--- config.mk ---
export PLATFORM = sky130hd
export DESIGN_NAME = param_datapath
export DESIGN_NICKNAME = d
export VERILOG_FILES = /design/src/rtl/param_datapath.sv
export SDC_FILE = /design/constraint.sdc
export NUM_CORES = 1
export LEC_CHECK = 0
export ABC_AREA = 1
export BUFFER_PORTS_ARGS = -buffer_cell sky130_fd_sc_hd__clkbuf_2
export CORE_AREA = 4 4 234 236
export DETAILED_ROUTE_END_ITERATION = 16
export DIE_AREA = 0 0 238 240
export GPL_TIMING_DRIVEN = 1
export PLACE_DENSITY = 0.52
export SLEW_MARGIN = 10
export SYNTH_ARGS = -nofsm -noshare
export SYNTH_HDL_FRONTEND = slang
export SYNTH_SLANG_ARGS = --single-unit
export TNS_END_PERCENT = 50
--- constraint.sdc ---
create_clock -name Clk -period 5.7 [get_ports Clk]
set_clock_uncertainty 0.15 [all_clocks]
set_input_delay 1.425 -clock Clk [delete_from_list [all_inputs] [get_ports Clk]]
set_output_delay 1.425 -clock Clk [all_outputs]
set_load 0.005 [all_outputs]
--- src/rtl/param_datapath.sv ---
// param_datapath: LC-3 style bus datapath (PC/IR/MAR/MDR, R0..R7, NZP/BEN)
// with a timed memory handshake FSM (IDLE -> BUSY -> DONE).
// Optional: define PARAM_DATAPATH_HEX_DEBUG_EN to drive HEX0..HEX3 with IR
// nibbles; otherwise the HEX outputs are tied low.
module param_datapath #(
  parameter int WIDTH       = 16,
  parameter int MEM_TIMEOUT = 255
) (
  input  logic             Clk,
  input  logic             Reset,
  input  logic             LD_MAR,
  input  logic             LD_MDR,
  input  logic             LD_IR,
  input  logic             LD_BEN,
  input  logic             LD_CC,
  input  logic             LD_REG,
  input  logic             LD_PC,
  input  logic             GatePC,
  input  logic             GateMDR,
  input  logic             GateALU,
  input  logic             GateMARMUX,
  input  logic [1:0]       ALUK,
  input  logic             SR1MUX,
  input  logic             SR2MUX,
  input  logic             DRMUX,
  input  logic             ADDR1MUX,
  input  logic [1:0]       ADDR2MUX,
  input  logic [1:0]       PCMUX,
  input  logic             MEM_START,
  input  logic             MEM_WE,
  input  logic [WIDTH-1:0] Mem_Rdata,
  input  logic             Mem_Ready,
  output logic [WIDTH-1:0] Mem_Addr,
  output logic [WIDTH-1:0] Mem_Wdata,
  output logic             Mem_Valid,
  output logic             Mem_We,
  output logic             MEM_DONE,
  output logic             MEM_ERR,
  output logic             BEN,
  output logic             BUS_ERR,
  output logic [WIDTH-1:0] IR,
  output logic [WIDTH-1:0] PC,
  output logic [3:0]       HEX0,
  output logic [3:0]       HEX1,
  output logic [3:0]       HEX2,
  output logic [3:0]       HEX3
);

  typedef enum logic [1:0] {IDLE, BUSY, DONE} mem_state_e;

  // last wait count before the transaction is abandoned
  localparam logic [15:0] CNT_LAST = 16'(MEM_TIMEOUT - 1);

  mem_state_e       state, state_nxt;
  logic [15:0]      cnt;
  logic             start, timeout, rd_done;

  logic [WIDTH-1:0] mar, mdr;
  logic [WIDTH-1:0] regs [8];
  logic [2:0]       nzp;

  logic [2:0]       sr1_idx, dr_idx;
  logic [WIDTH-1:0] sr1_val, opb, alu, imm5, off6, pc9, pc11;
  logic [WIDTH-1:0] addr1, addr2, addr_sum, bus, pc_nxt;
  logic             multi_gate;

  // operand selection, ALU, address adder, bus and next-PC
  always_comb begin
    sr1_idx = SR1MUX ? IR[8:6] : IR[11:9];
    dr_idx  = DRMUX ? 3'b111 : IR[11:9];
    imm5    = {{(WIDTH-5){IR[4]}},   IR[4:0]};
    off6    = {{(WIDTH-6){IR[5]}},   IR[5:0]};
    pc9     = {{(WIDTH-9){IR[8]}},   IR[8:0]};
    pc11    = {{(WIDTH-11){IR[10]}}, IR[10:0]};
    sr1_val = regs[sr1_idx];
    opb     = SR2MUX ? imm5 : regs[IR[2:0]];
    case (ALUK)
      2'b00:   alu = sr1_val + opb;
      2'b01:   alu = sr1_val & opb;
      2'b10:   alu = ~sr1_val;
      default: alu = sr1_val;
    endcase
    addr1 = ADDR1MUX ? sr1_val : PC;
    case (ADDR2MUX)
      2'b00:   addr2 = '0;
      2'b01:   addr2 = off6;
      2'b10:   addr2 = pc9;
      default: addr2 = pc11;
    endcase
    addr_sum = addr1 + addr2;
    // wired-OR bus: contention is flagged, not arbitrated
    bus = ({WIDTH{GatePC}}     & PC)
        | ({WIDTH{GateMDR}}    & mdr)
        | ({WIDTH{GateALU}}    & alu)
        | ({WIDTH{GateMARMUX}} & addr_sum);
    multi_gate = $countones({GatePC, GateMDR, GateALU, GateMARMUX}) > 1;
    case (PCMUX)
      2'b00:   pc_nxt = PC + 1'b1;
      2'b01:   pc_nxt = bus;
      2'b10:   pc_nxt = addr_sum;
      default: pc_nxt = PC;
    endcase
  end

  // architectural registers; a completing read owns MDR over LD_MDR
  always_ff @(posedge Clk or negedge Reset) begin
    if (!Reset) begin
      PC      <= '0;
      IR      <= '0;
      mar     <= '0;
      mdr     <= '0;
      nzp     <= 3'b010;
      BEN     <= 1'b0;
      BUS_ERR <= 1'b0;
      for (int i = 0; i < 8; i++) regs[i] <= '0;
    end else begin
      if (LD_PC)  PC  <= pc_nxt;
      if (LD_IR)  IR  <= bus;
      if (LD_MAR) mar <= bus;
      if (rd_done)     mdr <= Mem_Rdata;
      else if (LD_MDR) mdr <= bus;
      if (LD_REG) regs[dr_idx] <= bus;
      if (LD_CC)  nzp <= {bus[WIDTH-1], bus == '0, !bus[WIDTH-1] && (bus != '0)};
      if (LD_BEN) BEN <= |(IR[11:9] & nzp);
      if (multi_gate) BUS_ERR <= 1'b1;
    end
  end

  // memory FSM next state; Mem_Ready wins over a same-cycle timeout
  always_comb begin
    state_nxt = state;
    start     = 1'b0;
    timeout   = 1'b0;
    rd_done   = 1'b0;
    case (state)
      IDLE: if (MEM_START) begin
        state_nxt = BUSY;
        start     = 1'b1;
      end
      BUSY: if (Mem_Ready) begin
        state_nxt = DONE;
        rd_done   = !Mem_We;
      end else if (cnt == CNT_LAST) begin
        state_nxt = IDLE;
        timeout   = 1'b1;
      end
      DONE:    state_nxt = IDLE;
      default: state_nxt = IDLE;
    endcase
  end

  // memory FSM state, wait counter and latched transaction fields
  always_ff @(posedge Clk or negedge Reset) begin
    if (!Reset) begin
      state     <= IDLE;
      cnt       <= '0;
      Mem_Addr  <= '0;
      Mem_Wdata <= '0;
      Mem_We    <= 1'b0;
      MEM_ERR   <= 1'b0;
    end else begin
      state   <= state_nxt;
      MEM_ERR <= timeout;
      if (start) begin
        cnt       <= '0;
        Mem_Addr  <= mar;
        Mem_Wdata <= mdr;
        Mem_We    <= MEM_WE;
      end else if (state == BUSY) begin
        cnt <= cnt + 16'd1;
      end
    end
  end

  assign Mem_Valid = (state == BUSY);
  assign MEM_DONE  = (state == DONE);

`ifdef PARAM_DATAPATH_HEX_DEBUG_EN
  assign HEX0 = IR[3:0];
  assign HEX1 = IR[7:4];
  assign HEX2 = IR[11:8];
  assign HEX3 = IR[15:12];
`else
  assign HEX0 = 4'h0;
  assign HEX1 = 4'h0;
  assign HEX2 = 4'h0;
  assign HEX3 = 4'h0;
`endif

endmodule

Yosys cells after proc, flatten, opt, wreduce, memory -nomap -nowiden
Cells that the tools add are included.

operators by class
  add/sub/neg operators = 7
  magnitude comparators = 5
  eq/ne operators = 11
  muxes and demuxes = 31
  bitwise operators = 13
  reductions and logical operators = 16

operators with widths
  kind                                                                    count
  16-bit 2-to-1 mux                                                       11
  16-bit one-hot mux with 3 select lines                                  3
  128-bit bitwise mux                                                     1
  16-bit binary-select mux with 3-bit select                              2
  16-bit bitwise AND                                                      5
  16-bit demux with 3-bit select                                          1
  16-bit bitwise OR                                                       3
  16-bit by 1-bit adder with 16-bit output, second input constant         2
  16-bit adder                                                            2
  16-bit by 8-bit equality test with 1-bit output, second input constant  1
  16-bit zero test                                                        1
  16-bit inverter                                                         1
  16-bit nonzero test                                                     1
  4-bit greater-or-equal comparator, second input constant                3
  3-bit inverter with 4-bit output                                        3
  2-bit by 1-bit equality test with 1-bit output, second input constant   4
  2-bit equality test, second input constant                              4
  2-bit zero test                                                         4
  1-bit 2-to-1 mux                                                        7
  2-bit 2-to-1 mux                                                        3
  3-bit 2-to-1 mux                                                        2
  1-bit by 1-bit adder with 2-bit output                                  2
  4-bit by 1-bit < comparator with 1-bit output, second input constant    1
  2-bit one-hot mux with 2 select lines                                   1
  other kinds (11)                                                        15

storage, ports and cells
  register bits after elaboration = 249

Depth between registers and ports, before layout
  depth after elaboration = 12
  depth in mapped cells = 34
  mapped depth without buffers = 31

Worst setup path after synthesis
OpenSTA, ideal clock, no wires.

  kind = input to register
  start = in SR1MUX
  end = reg nzp[0]
  library setup time = 117 ps
  arrival time = 4741 ps
  data required time = 5433 ps
  path slack = 692 ps
  stages on the path = 32
  cell sequence = buf_6 inv_2 nand2_4 nand2_4 buf_6 buf_6 buf_6 nand2_1 nand3_1 nand3_1 o21ai_1 o21ai_0 ha_1 fa_1 nand3_1 nand2_1 a21oi_1 o21bai_1 a21oi_1 o21ai_0 nand2_1 nand2_1 nand2_1 nand3_1 nand3_1 nand2_1 inv_1 nand2_4 nor2_2 nand3_2 nand3_1 nand2_1

between the ends
  word-level cells in the longest chain between the ends = 12
  elaborated cells on any way between the ends = 18
  those cells by class = add/sub (2); mux (6); bitwise (7); reduce/logical (3)

RTL lines
  item                                                           RTL line  RTL
  start: declaration                                             23        input logic SR1MUX,
  3-bit 2-to-1 mux *                                             69        sr1_idx = SR1MUX ? IR[8:6] : IR[11:9];
  3-bit inverter with 4-bit output (not written as such) *       75        sr1_val = regs[sr1_idx];
  16-bit binary-select mux with 3-bit select *                   75
  16-bit 2-to-1 mux (not written as such) * (2 in a row)         75
  16-bit adder, or another cell as far along                     78        2'b00: alu = sr1_val + opb;
  16-bit one-hot mux with 3 select lines                         77        case (ALUK)
  16-bit bitwise AND                                             94        | ({WIDTH{GateALU}} & alu)
  16-bit bitwise OR                                              94
  16-bit bitwise OR *                                            95        | ({WIDTH{GateMARMUX}} & addr_sum);
  16-bit nonzero test / 1-bit zero test (equally long branches)  123       if (LD_CC) nzp <= {bus[WIDTH-1], bus == '0, !bus[WIDTH-1] && (bus != '0)};
  1-bit logical AND *                                            123
  end signal: assignment                                         123
  end: declaration                                               60        logic [2:0] nzp;

Mark *: on every way between the ends. The rest lies on a longest branch, timed or not. The select of a mux whose other input is x is not followed.
A chain may end at the register's enable or synchronous reset.

Worst setup path in the final report
Same ends and word-level chain as after synthesis.

==> metrics <==
status finished, final reports clean; Leakage Power 8.75 nW; Max Clock Freq 198 MHz; Yosys Warn Count 0; Vias/cell 5.11; fin. max-slew vios 0; Final Power 12.2 mW; post-route insts no fill 3003; first-pass iteration count of the detailed router 6; CP max FO 18; initial DRC count 1284; Final WS setup 640 ps; first-pass GRT wire length 91.9 mm; CP Capture Type flop; multi-input combinational cell area 0.00777 mm2; EDFF count, synth 0; clock period minus final worst setup slack 5060 ps; Setup WS pre-CTS 69.7 ps; post-synthesis cell area 0.0156 mm2; Setup TNS 0 ps; Syn-to-layout area delta 15.8%; HP Class reg2reg; num ports 128; Die X 238 um; clk sink count 249; row count 84; Initial Util 29.8%; Slowest-stage cell, CP fa_1; RSZ-0062 raised after global routing no; clk root buf clkbuf_16; final period utilization 88.8%; grt peak-use layer met2; syn_area_per_cell 7.14 um2; Pwr Density 674 mW/mm2; met1 Resource Use GR 27.4%; grt total ovfl 0; final WL 61.1 mm; kind of critical path in2reg; # resized after CTS 0; IO buf count 111; Post-CTS Hold Fix Bufs 0; Reg clk slew, reported paths 70 ps; Post-Synthesis Cells 2188; synthesized flop and latch total 249; share of layout cells above drive strength 1 13.0%; hpwl dp 45.1 mm; worst slew pin tran 1020 ps; number of nets with antenna violations after routing 0; Inst Count DP 2948; FILL cells 5574; Post-DP Area 0.0171 mm2; Seq/Total Area, Yosys 39.9%; largest net degree at the start of global routing 90; GPL Wtd Cong 0.978; Ant. Diodes 0; post-CTS setup buffer count 0; Core Area 0.0524 mm2; initial antenna violation count 0; CTS tree yes; max incr delay on CP 460 ps; async set-reset flop share out of synthesis 100%; max cap viols 0; Top FF cell, synth dfrtp_1; Max IR drop VDD 0.306 mV; Worst-Skew Late Latency 580 ps; CP Data Arrival Time 5360 ps; GRT Util Overall 20.9%; Yosys cell types 51; fin area 0.0181 mm2; worst hold slack 326 ps; # DRC 0; DIE HEIGHT 240 um; vias in the first global route 14700; Fin. Hold Viols 0; beginning of the critical path SR1MUX; HP Start BUS_ERR; nets 2373; die area 0.0571 mm2; Final setup viols 0; via count 15400; cts bufs inserted 30; H-tree depth 1; worst rel slew slack 32.0%; most frequent CP cell nand3_1; reg2reg start IR[10]; Critical Path Source Type primary input; register area 0.00623 mm2; Clock Path Buffers 3; met2 usage in global routing 35.8%; grt met3 use 2.82%; WL/cell 20.4 um; Final Util 34.5%; Required @ worst endpoint 6000 ps
-- area by class of cell --
class	count	share of cell area [%]
multi-input combinational	1551	43.0
timing repair buffer	179	6.30
tap	688	4.76
clock inverter	17	1.02
inverter	281	5.83
clock buffer	38	4.65
sequential	249	34.5
-- registers in the layout, summed over array words and instances (netlist names) --
name and cells:
Mem_Addr 16, BUS_ERR 1, Mem_We 1, nzp 3, mdr 16, regs 128
state 2, Mem_Wdata 16, mar 16, cnt 16, PC 16, BEN 1
IR 16, MEM_ERR 1
-- critical path, delay by kind of cell --
family                     cells  cell delay [ps]
AOI/OAI and AO/OA              7              980
adders and majority gates      2              700
buffers and inverters          2              410
and+or+nand+nor               14             1840
-- report_power, final --
group          leakage, nW  total [mW]  switching [mW]  internal [mW]
Sequential            3.00        3.15           0.594           2.55
Clock                0.501        1.99           0.814           1.18
Combinational         5.24        7.05            4.78           2.27
-- cells in the mapped netlist, types with 5 or more instances --
master | instances | share of area [%]
nor2_1 | 131 | 3.1
buf_6 | 12 | 0.87
o21ai_1 | 24 | 0.77
dfrtp_1 | 248 | 40
a21oi_1 | 148 | 4.7
buf_1 | 7 | 0.17
o21ai_2 | 10 | 0.56
inv_1 | 266 | 6.4
nand2_2 | 15 | 0.60
ha_1 | 37 | 3.0
o21ai_0 | 338 | 11
nand2_1 | 531 | 13
a31oi_1 | 14 | 0.56
a21oi_2 | 7 | 0.39
a221oi_1 | 5 | 0.28
o21a_1 | 7 | 0.34
nor3_1 | 20 | 0.64
buf_4 | 19 | 0.91
o221ai_1 | 20 | 1.1
buf_2 | 17 | 0.54
nand4_1 | 8 | 0.32
xor2_1 | 19 | 1.1
nand3_1 | 121 | 3.9
clkbuf_1 | 67 | 1.6
o22ai_1 | 28 | 1.1
nand2_4 | 5 | 0.36
inv_2 | 11 | 0.26
o211ai_1 | 10 | 0.48
-- cell families (layout without fill, tap and decap cells) --
family | Yosys count | after routing | synth area share (%)
xor+xnor | 20 | 20 | 1.12
flops | 249 | 249 | 39.9
fa+ha+maj | 39 | 39 | 3.22
buf+inv | 403 | 515 | 10.9
other cells | 1 | 16 | 0.0240
mux | 1 | 1 | 0.0721
simple gates | 847 | 847 | 22.5
compound gates | 628 | 628 | 22.3
-- final timing paths --
path	endpoint	slack [ps]	depth (start not counted)
max	nzp[0]	640	25
min	BUS_ERR	330	1
max reg2reg	PC[11]	1070	29
min reg2reg	BUS_ERR	330	1
max in group asynchronous	PC[6]	3810	2
min in group asynchronous	regs[105]	650	1
-- routing by layer --
metal | up-vias | part of all wire, %
met1 | 7367 | 43
li1 | 7394 | -
met2 | 491 | 48
met4 | 0 | 3.4
met5 | - | 0
met3 | 101 | 5.8
-- layout by cell type (no fill, tap or decap), drive strengths merged, types with 2 or more instances in the layout --
cell type  instances
a31oi             16
o221ai            20
buf               69
xor2              19
nand3            125
inv              278
nand2            551
a21oi            155
o21ai            372
nand3b             3
clkbuf           148
dfrtp            248
ha                37
clkinvlp           4
nor3              20
a221oi             7
nor4               3
o31ai              4
o22ai             28
nand4              8
conb              16
nor2             135
bufinv             3
o21a               7
o21bai             4
o211ai            10
clkinv            13
fa                 2
Power figures use the tool's default switching activity.
